### config.mk
export PLATFORM = sky130hd
export DESIGN_NAME = mod_n_counter_chain_flat
export DESIGN_NICKNAME = d
export VERILOG_FILES = /design/src/rtl/mod_n_counter_chain_pkg.sv /design/src/rtl/mod_n_counter_chain_if.sv /design/src/rtl/mod_n_counter_chain_digit.sv /design/src/rtl/mod_n_counter_chain.sv /design/src/flat_wrapper.sv
export SDC_FILE = /design/constraint.sdc
export NUM_CORES = 1
export LEC_CHECK = 0
export CAP_MARGIN = 40
export CORE_ASPECT_RATIO = 1.2
export CORE_MARGIN = 8
export CORE_UTILIZATION = 35
export CTS_CLUSTER_DIAMETER = 60
export DETAILED_ROUTE_END_ITERATION = 8
export PLACE_DENSITY = 0.71
export SYNTH_ARGS = -nofsm -noshare
export SYNTH_HDL_FRONTEND = slang
export SYNTH_SLANG_ARGS = --single-unit
### constraint.sdc
create_clock -name clk -period 3.6 [get_ports clk]
set_input_delay 0.72 -clock clk [delete_from_list [all_inputs] [get_ports clk]]
set_output_delay 0.72 -clock clk [all_outputs]
set_load 0.01 [all_outputs]
### src/rtl/mod_n_counter_chain_pkg.sv
// Shared constants and helpers for the mod-N counter chain.
package counter_pkg;
   localparam int DEFAULT_BASE   = 10;
   localparam int DEFAULT_DIGITS = 4;
   localparam logic DIR_DOWN = 1'b0;
   localparam logic DIR_UP   = 1'b1;

   // Bits needed to hold one digit of the given modulus (BASE in 2..16).
   function automatic int digit_width(input int base);
      digit_width = 1;
      for (int k = 1; k < 5; k++)
         if ((1 << k) < base) digit_width = k + 1;
   endfunction
endpackage

### src/rtl/mod_n_counter_chain_if.sv
// Control/data bundle for mod_n_counter_chain; counter side is the slave.
interface mod_n_counter_chain_if
   import counter_pkg::*;
#(
   parameter int DIGITS = DEFAULT_DIGITS,
   parameter int BASE   = DEFAULT_BASE
);
   localparam int W = digit_width(BASE);

   logic                  en;
   logic                  up;
   logic                  load;
   logic [DIGITS*W-1:0]   load_val;
   logic [DIGITS*W-1:0]   count;
   logic                  tc;
   logic                  ovf;

   modport master (output en, up, load, load_val, input count, tc, ovf);
   modport slave  (input en, up, load, load_val, output count, tc, ovf);
endinterface

### src/rtl/mod_n_counter_chain_digit.sv
// One modulo-BASE digit: load with sanitising, up/down step, terminal detect.
module mod_n_digit
   import counter_pkg::*;
#(
   parameter int BASE = DEFAULT_BASE,
   localparam int W   = digit_width(BASE)
) (
   input  logic         clk,
   input  logic         rst,
   input  logic         step_in,
   input  logic         up,
   input  logic         load,
   input  logic [W-1:0] load_d,
   output logic [W-1:0] q,
   output logic         term
);
   localparam logic [W-1:0] MAXV = W'(BASE - 1);

   logic [W-1:0] nxt;
   logic         bad;

   assign term = (up == DIR_UP) ? (q == MAXV) : (q == '0);
   // Wrap is decoded from term, never from a 2^W rollover.
   assign nxt  = (up == DIR_UP) ? (term ? '0 : q + W'(1))
                                : (term ? MAXV : q - W'(1));
   assign bad  = {1'b0, load_d} >= (W+1)'(BASE);

   always_ff @(posedge clk or posedge rst) begin
      if (rst)          q <= '0;
      else if (load)    q <= bad ? '0 : load_d;
      else if (step_in) q <= nxt;
   end
endmodule

### src/rtl/mod_n_counter_chain.sv
// Cascaded modulo-BASE up/down counter with load, tc and ovf.
// Optional COUNTER_SATURATE_EN: hold at the limit instead of wrapping.
module mod_n_counter_chain
   import counter_pkg::*;
#(
   parameter int DIGITS = DEFAULT_DIGITS,
   parameter int BASE   = DEFAULT_BASE,
   localparam int W     = digit_width(BASE)
) (
   input  logic                  clk,
   input  logic                  rst,
   mod_n_counter_chain_if.slave  bus
);
   logic [DIGITS-1:0][W-1:0] cnt;
   logic [DIGITS-1:0]        term;
   logic [DIGITS:0]          carry;
   logic                     ovf_q;

   assign bus.tc = bus.en & (&term);

`ifdef COUNTER_SATURATE_EN
   assign carry[0] = bus.en & ~(&term);
`else
   assign carry[0] = bus.en;
`endif

   genvar i;
   generate
      for (i = 0; i < DIGITS; i++) begin : g_dig
         assign carry[i+1] = carry[i] & term[i];
         mod_n_digit #(.BASE(BASE)) u_dig (
            .clk     (clk),
            .rst     (rst),
            .step_in (carry[i]),
            .up      (bus.up),
            .load    (bus.load),
            .load_d  (bus.load_val[i*W +: W]),
            .q       (cnt[i]),
            .term    (term[i])
         );
      end
   endgenerate

   // Same expression for both builds: a wrap, or a blocked step at the limit.
   always_ff @(posedge clk or posedge rst) begin
      if (rst) ovf_q <= 1'b0;
      else     ovf_q <= bus.tc & ~bus.load;
   end

   assign bus.count = cnt;
   assign bus.ovf   = ovf_q;
endmodule

### src/flat_wrapper.sv
// flat-port wrapper written by rule: the top's interface ports become plain ports
module mod_n_counter_chain_flat import counter_pkg::*;
#(
   parameter int DIGITS = DEFAULT_DIGITS,
   parameter int BASE   = DEFAULT_BASE,
   localparam int W     = digit_width(BASE)
)
  (clk, rst, bus_en, bus_up, bus_load, bus_load_val, bus_count, bus_tc, bus_ovf);
  mod_n_counter_chain_if #(.DIGITS(DIGITS), .BASE(BASE)) bus_i ();
  input  logic clk;
  input  logic rst;
  input wire logic [$bits(bus_i.en)-1:0] bus_en;
  input wire logic [$bits(bus_i.up)-1:0] bus_up;
  input wire logic [$bits(bus_i.load)-1:0] bus_load;
  input wire logic [$bits(bus_i.load_val)-1:0] bus_load_val;
  output wire logic [$bits(bus_i.count)-1:0] bus_count;
  output wire logic [$bits(bus_i.tc)-1:0] bus_tc;
  output wire logic [$bits(bus_i.ovf)-1:0] bus_ovf;
  assign bus_i.en = bus_en;
  assign bus_i.up = bus_up;
  assign bus_i.load = bus_load;
  assign bus_i.load_val = bus_load_val;
  assign bus_count = bus_i.count;
  assign bus_tc = bus_i.tc;
  assign bus_ovf = bus_i.ovf;
  mod_n_counter_chain #(.DIGITS(DIGITS), .BASE(BASE)) u_core (.clk(clk), .rst(rst), .bus(bus_i));
endmodule
Yosys cells after proc, flatten, opt, wreduce, memory -nomap -nowiden. Index checks and enable logic that the tools add are counted.

Reduce and logical (&&, ||, !) cells: 9. Eq/ne operators: 4. Bitwise gates (word level): 6. Add/subtract/negate cells: 8. $lt $le $gt $ge: 4. Mux-type cells: 28.

Operator list (count): 4-bit two-way mux (24); 4-bit by 1-bit adder with 4-bit output (second input constant) (4); 4-bit == test (second input constant) (4); 4-bit greater-or-equal comparator (second input constant) (4); 4-bit logical NOT (4); 4-bit by 1-bit subtractor with 4-bit output (second input constant) (4); 2-bit nonzero test (4); 1-bit AND (5); 1-bit two-way mux (4); 4-bit AND reduction (1); 1-bit NOT (1).

Input bits: 21. Logic and storage cells: 64. Register bits: 17. Output and inout bits: 18.

Longest topological paths before layout.
Word-level depth: 7. Gate-level depth with buffers: 7. Gate-level depth less buffers: 6.

Modules after synthesis. From an unflattened synthesis, not the netlist that was laid out.

Cells, all modules: 215. Area, all modules: 1793.0 µm².

Modules (own cells, without submodules): mod_n_digit (area each 430.4 µm², instances 4, cells an instance 52, sequential area each 100.1 µm²); mod_n_counter_chain (area each 71.3 µm², instances 1, cells an instance 7, sequential area each 25.0 µm²).

Worst setup path after synthesis. No wires, ideal clock.

Path kind: input port to output port. From: input bus_up. To: output bus_tc. Data arrival time: 1999 ps. Stages on the path: 4. Path buffers: 1. Required time: 2880 ps. Path slack: 881 ps. Cell sequence: or4b_4 a221o_1 buf_6 nor3_1.

Word-level cells in the longest chain between the ends: 3. Elaborated cells between the ends (all ways): 6. Those cells by class: mux (4); bitwise (1); reduce/logical (1).

Ends and longest elaborated chain: from (decl) (RTL line flat_wrapper.sv:13) `input wire logic [$bits(bus_i.up)-1:0] bus_up;`; 1-bit two-way mux (RTL line mod_n_counter_chain_digit.sv:22) `assign term = (up == DIR_UP) ? (q == MAXV) : (q == '0);`; 4-bit AND reduction (*) (RTL line mod_n_counter_chain.sv:19) `assign bus.tc = bus.en & (&term);`; 1-bit AND (*) (RTL line mod_n_counter_chain.sv:19); to (decl) (RTL line flat_wrapper.sv:17) `output wire logic [$bits(bus_i.tc)-1:0] bus_tc;`.

Mark *: on every way between the ends. The rest lies on a longest branch, timed or not.

Worst setup path after layout. Same ends and word-level chain as after synthesis.

==> metrics <==
Post-Route WL ~4400 um; Cell Rows 27; count of pins over their slew limit 0; CTS Buffer Depth 2; synthesized cell area ~1700 um^2; Cell Chain, Critical Path clkdlybuf4s50_1 > or4b_4 > a221o_1 > nor3_1 > dlymetal6s2s_1; Die Span X between 70 and 80 um; crit-path max cell delay between 0.5 and 0.6 ns; setup bufs post-CTS 0; die area roughly 7300 um^2; Worst-Margin Slew 0.698 ns; top-count cell post-synth dfrtp_1; # port buffers 38; core area ~4600 um^2; xor/xnor share of the synthesized area 0.0261; Avg Cell Area, Syn roughly 8.4 um^2; endpoints failing setup 0; synthesized flop and latch total 17; total power a little over 0.0008 W; RD Place Congestion 0.838; CTS tree done; Synth Area in Adders 0.0894; Final Cycle Share 0.887; htree depth 1; vias in the first global route ~1,500; Post-Syn Instances 200; prevailing post-synth register cell dfrtp_1; Ys Warns 0; mux contribution to synthesized area 0.0447; fraction of layout cells with a size suffix above 1 0.118; number of synthesized flops with an enable pin 0; synth top area cells dfrtp_1 25%, ha_1 8.9%, o21ai_0 3.9%; Routed Antenna Nets 0; largest net degree at the start of global routing 28; f_max between 300 and 400 MHz; Max Cap Viol 0; status completed; hold crit path type reg2reg; Max-slew headroom 0.534; final hold violations 0; distinct cell type count after synthesis between 50 and 60; Post-Synth Simple-Gate Area 0.270; Worst Hold Margin 0.659 ns; hold_buf cts 0; CP max stage cell or4b_4; detailed-route via count around 1,600; syn nets between 200 and 250; ant diodes 0; setup TNS 0 ns; worst skew pair latency between 0.2 and 0.3 ns; largest area contributor in the netlist dfrtp_1; Worst Path Arrival roughly 2.5 ns; Die Y approximately 90 um; RSZ-0062 raised after global routing false; sequential share of the synthesized area 0.253; WP data required 2.88 ns; filler cell count 459; initial DRC count about 150; total track usage 0.122; post-cts sizing count 0; post-synthesis async set-or-reset flop share 1.00; post-synthesis compound-gate area fraction 0.252; post-DP HPWL 3210 um; initial antenna violation count 0; wire per inst 14.7 um; Synth top area share 0.253; placed insts between 200 and 300; Leak roughly 0.9 nW; vias per cell roughly 5.5; first drt pass iteration count 4; Critical Path Source Type input port; Final min period 3.19 ns; Clk pin slew, worst setup/hold paths 0.07 ns; Max Clock Skew between 0.0015 and 0.002 ns; main combinational cell family by area after synthesis simple AND/OR/NAND/NOR gates; DRC errors left 0; Setup CP Type in2out; CTS buffer count 3; area of the multi-input gates 1140 um^2; VDD IR-drop max 203 uV; Ports 39; root buffer cell clkbuf_8; CTS Sinks 17; first-pass GRT wire length about 7300 um; CP bufs+invs 2; family with the most delay on the worst path simple AND/OR/NAND/NOR gates; grt total ovfl 0; Crit. End Element primary output; Starting Density 0.365; Post-Layout Cell Count 296; Nets ~270; P per Cell Area approximately 370 nW/um^2; Seq. cell area 425 um^2; top cells by count, synth 17 x dfrtp_1, 14 x inv_1, 13 x o21ai_0; Max FO, Critical Path 4; Layout Area Growth over Synthesis 30.7%
==> flip-flops by register name, summed over array words and instances, names as in the netlist <==
register / flops
u_core.g_dig.u_dig.q: 16
u_core.bus.ovf: 1
==> cells by family (layout without fill, tap and decap cells) <==
| group | after synthesis | in the layout |
|---|---|---|
| AND/OR/NAND/NOR | 70 | 70 |
| AO/OA/AOI/OAI | 62 | 62 |
| buffers and inverters | 27 | 65 |
| flip-flops | 17 | 17 |
| adder cells (fa/ha/maj) | 12 | 12 |
| multiplexers | 7 | 7 |
| XOR/XNOR | 5 | 5 |
==> path summary, 6_finish.rpt <==
path / slack [ns] / to / from / depth (start not counted)
setup / recovery: 0.41 / bus_tc / bus_up / 5
hold / removal: 0.66 / u_core.g_dig[3].u_dig.q[1] / u_core.g_dig[3].u_dig.q[1] / 1
setup reg to reg: 1.09 / u_core.g_dig[2].u_dig.q[2] / u_core.g_dig[0].u_dig.q[1] / 7
hold reg to reg: 0.66 / u_core.g_dig[3].u_dig.q[1] / u_core.g_dig[3].u_dig.q[1] / 1
max in group asynchronous: 2.30 / u_core.g_dig[2].u_dig.q[1] / rst / 2
min in group asynchronous: 0.86 / u_core.g_dig[0].u_dig.q[1] / rst / 2
==> report_power, final <==
group / total (W) / switching (W) / leakage, nW / internal [W]
Sequential: 0.000291 / 0.0000692 / 0.215 / 0.000221
Clock: 0.000155 / 0.0000763 / 0.0228 / 0.0000790
Combinational: 0.000369 / 0.000159 / 0.675 / 0.000210
Total: 0.000815 / 0.000305 / 0.912 / 0.000510
==> per-layer routing <==
metal,global-route usage,up-vias,share of wire
met1,0.157,772,0.48
li1,-,823,-
met4,0.0511,0,0.0094
met2,0.192,37,0.47
met5,0,-,0
met3,0.0244,4,0.042
==> placed cells by master, fill, tap and decap left out, drive strengths merged, types with 2 or more instances in the layout <==
cell type and instances:
nand3 10, nand3b 4, o21bai 2, and3b 5, nor2 7, or3b 5, nand2b 6, nor4 2
xnor2 2, a31oi 6, nor3 2, a22oi 3, o21ai 13, nand4b 4, ha 12, o311a 2
dfrtp 17, mux2 4, or4b 4, clkbuf 4, and3 2, xor2 3, a21oi 11, mux2i 3
o211ai 3, o31a 2, o31ai 4, clkdlybuf4s50 37, o21ba 2, nand2 9, a21boi 2, buf 9
o311ai 2, inv 14, and2 2
==> layout make-up <==
cell class / instances / share of cell area
Clock buffer: 4 / 0.0205
Inverter: 14 / 0.0239
Multi-Input combinational cell: 156 / 0.522
Sequential cell: 17 / 0.194
Tap cell: 58 / 0.0331
Timing Repair Buffer: 47 / 0.207
==> stage by stage <==
stage	setup slack [ns]	instance area, um^2	utilization
global route	0.331	2190	0.478
detailed placement	0.0103	2140	0.467
finish	0.408	2190	0.478
CTS	0.0122	2190	0.476
floorplan	0.881	1680	-
global placement	0.00330	2140	0.467
(Power assumes the default switching activity.)
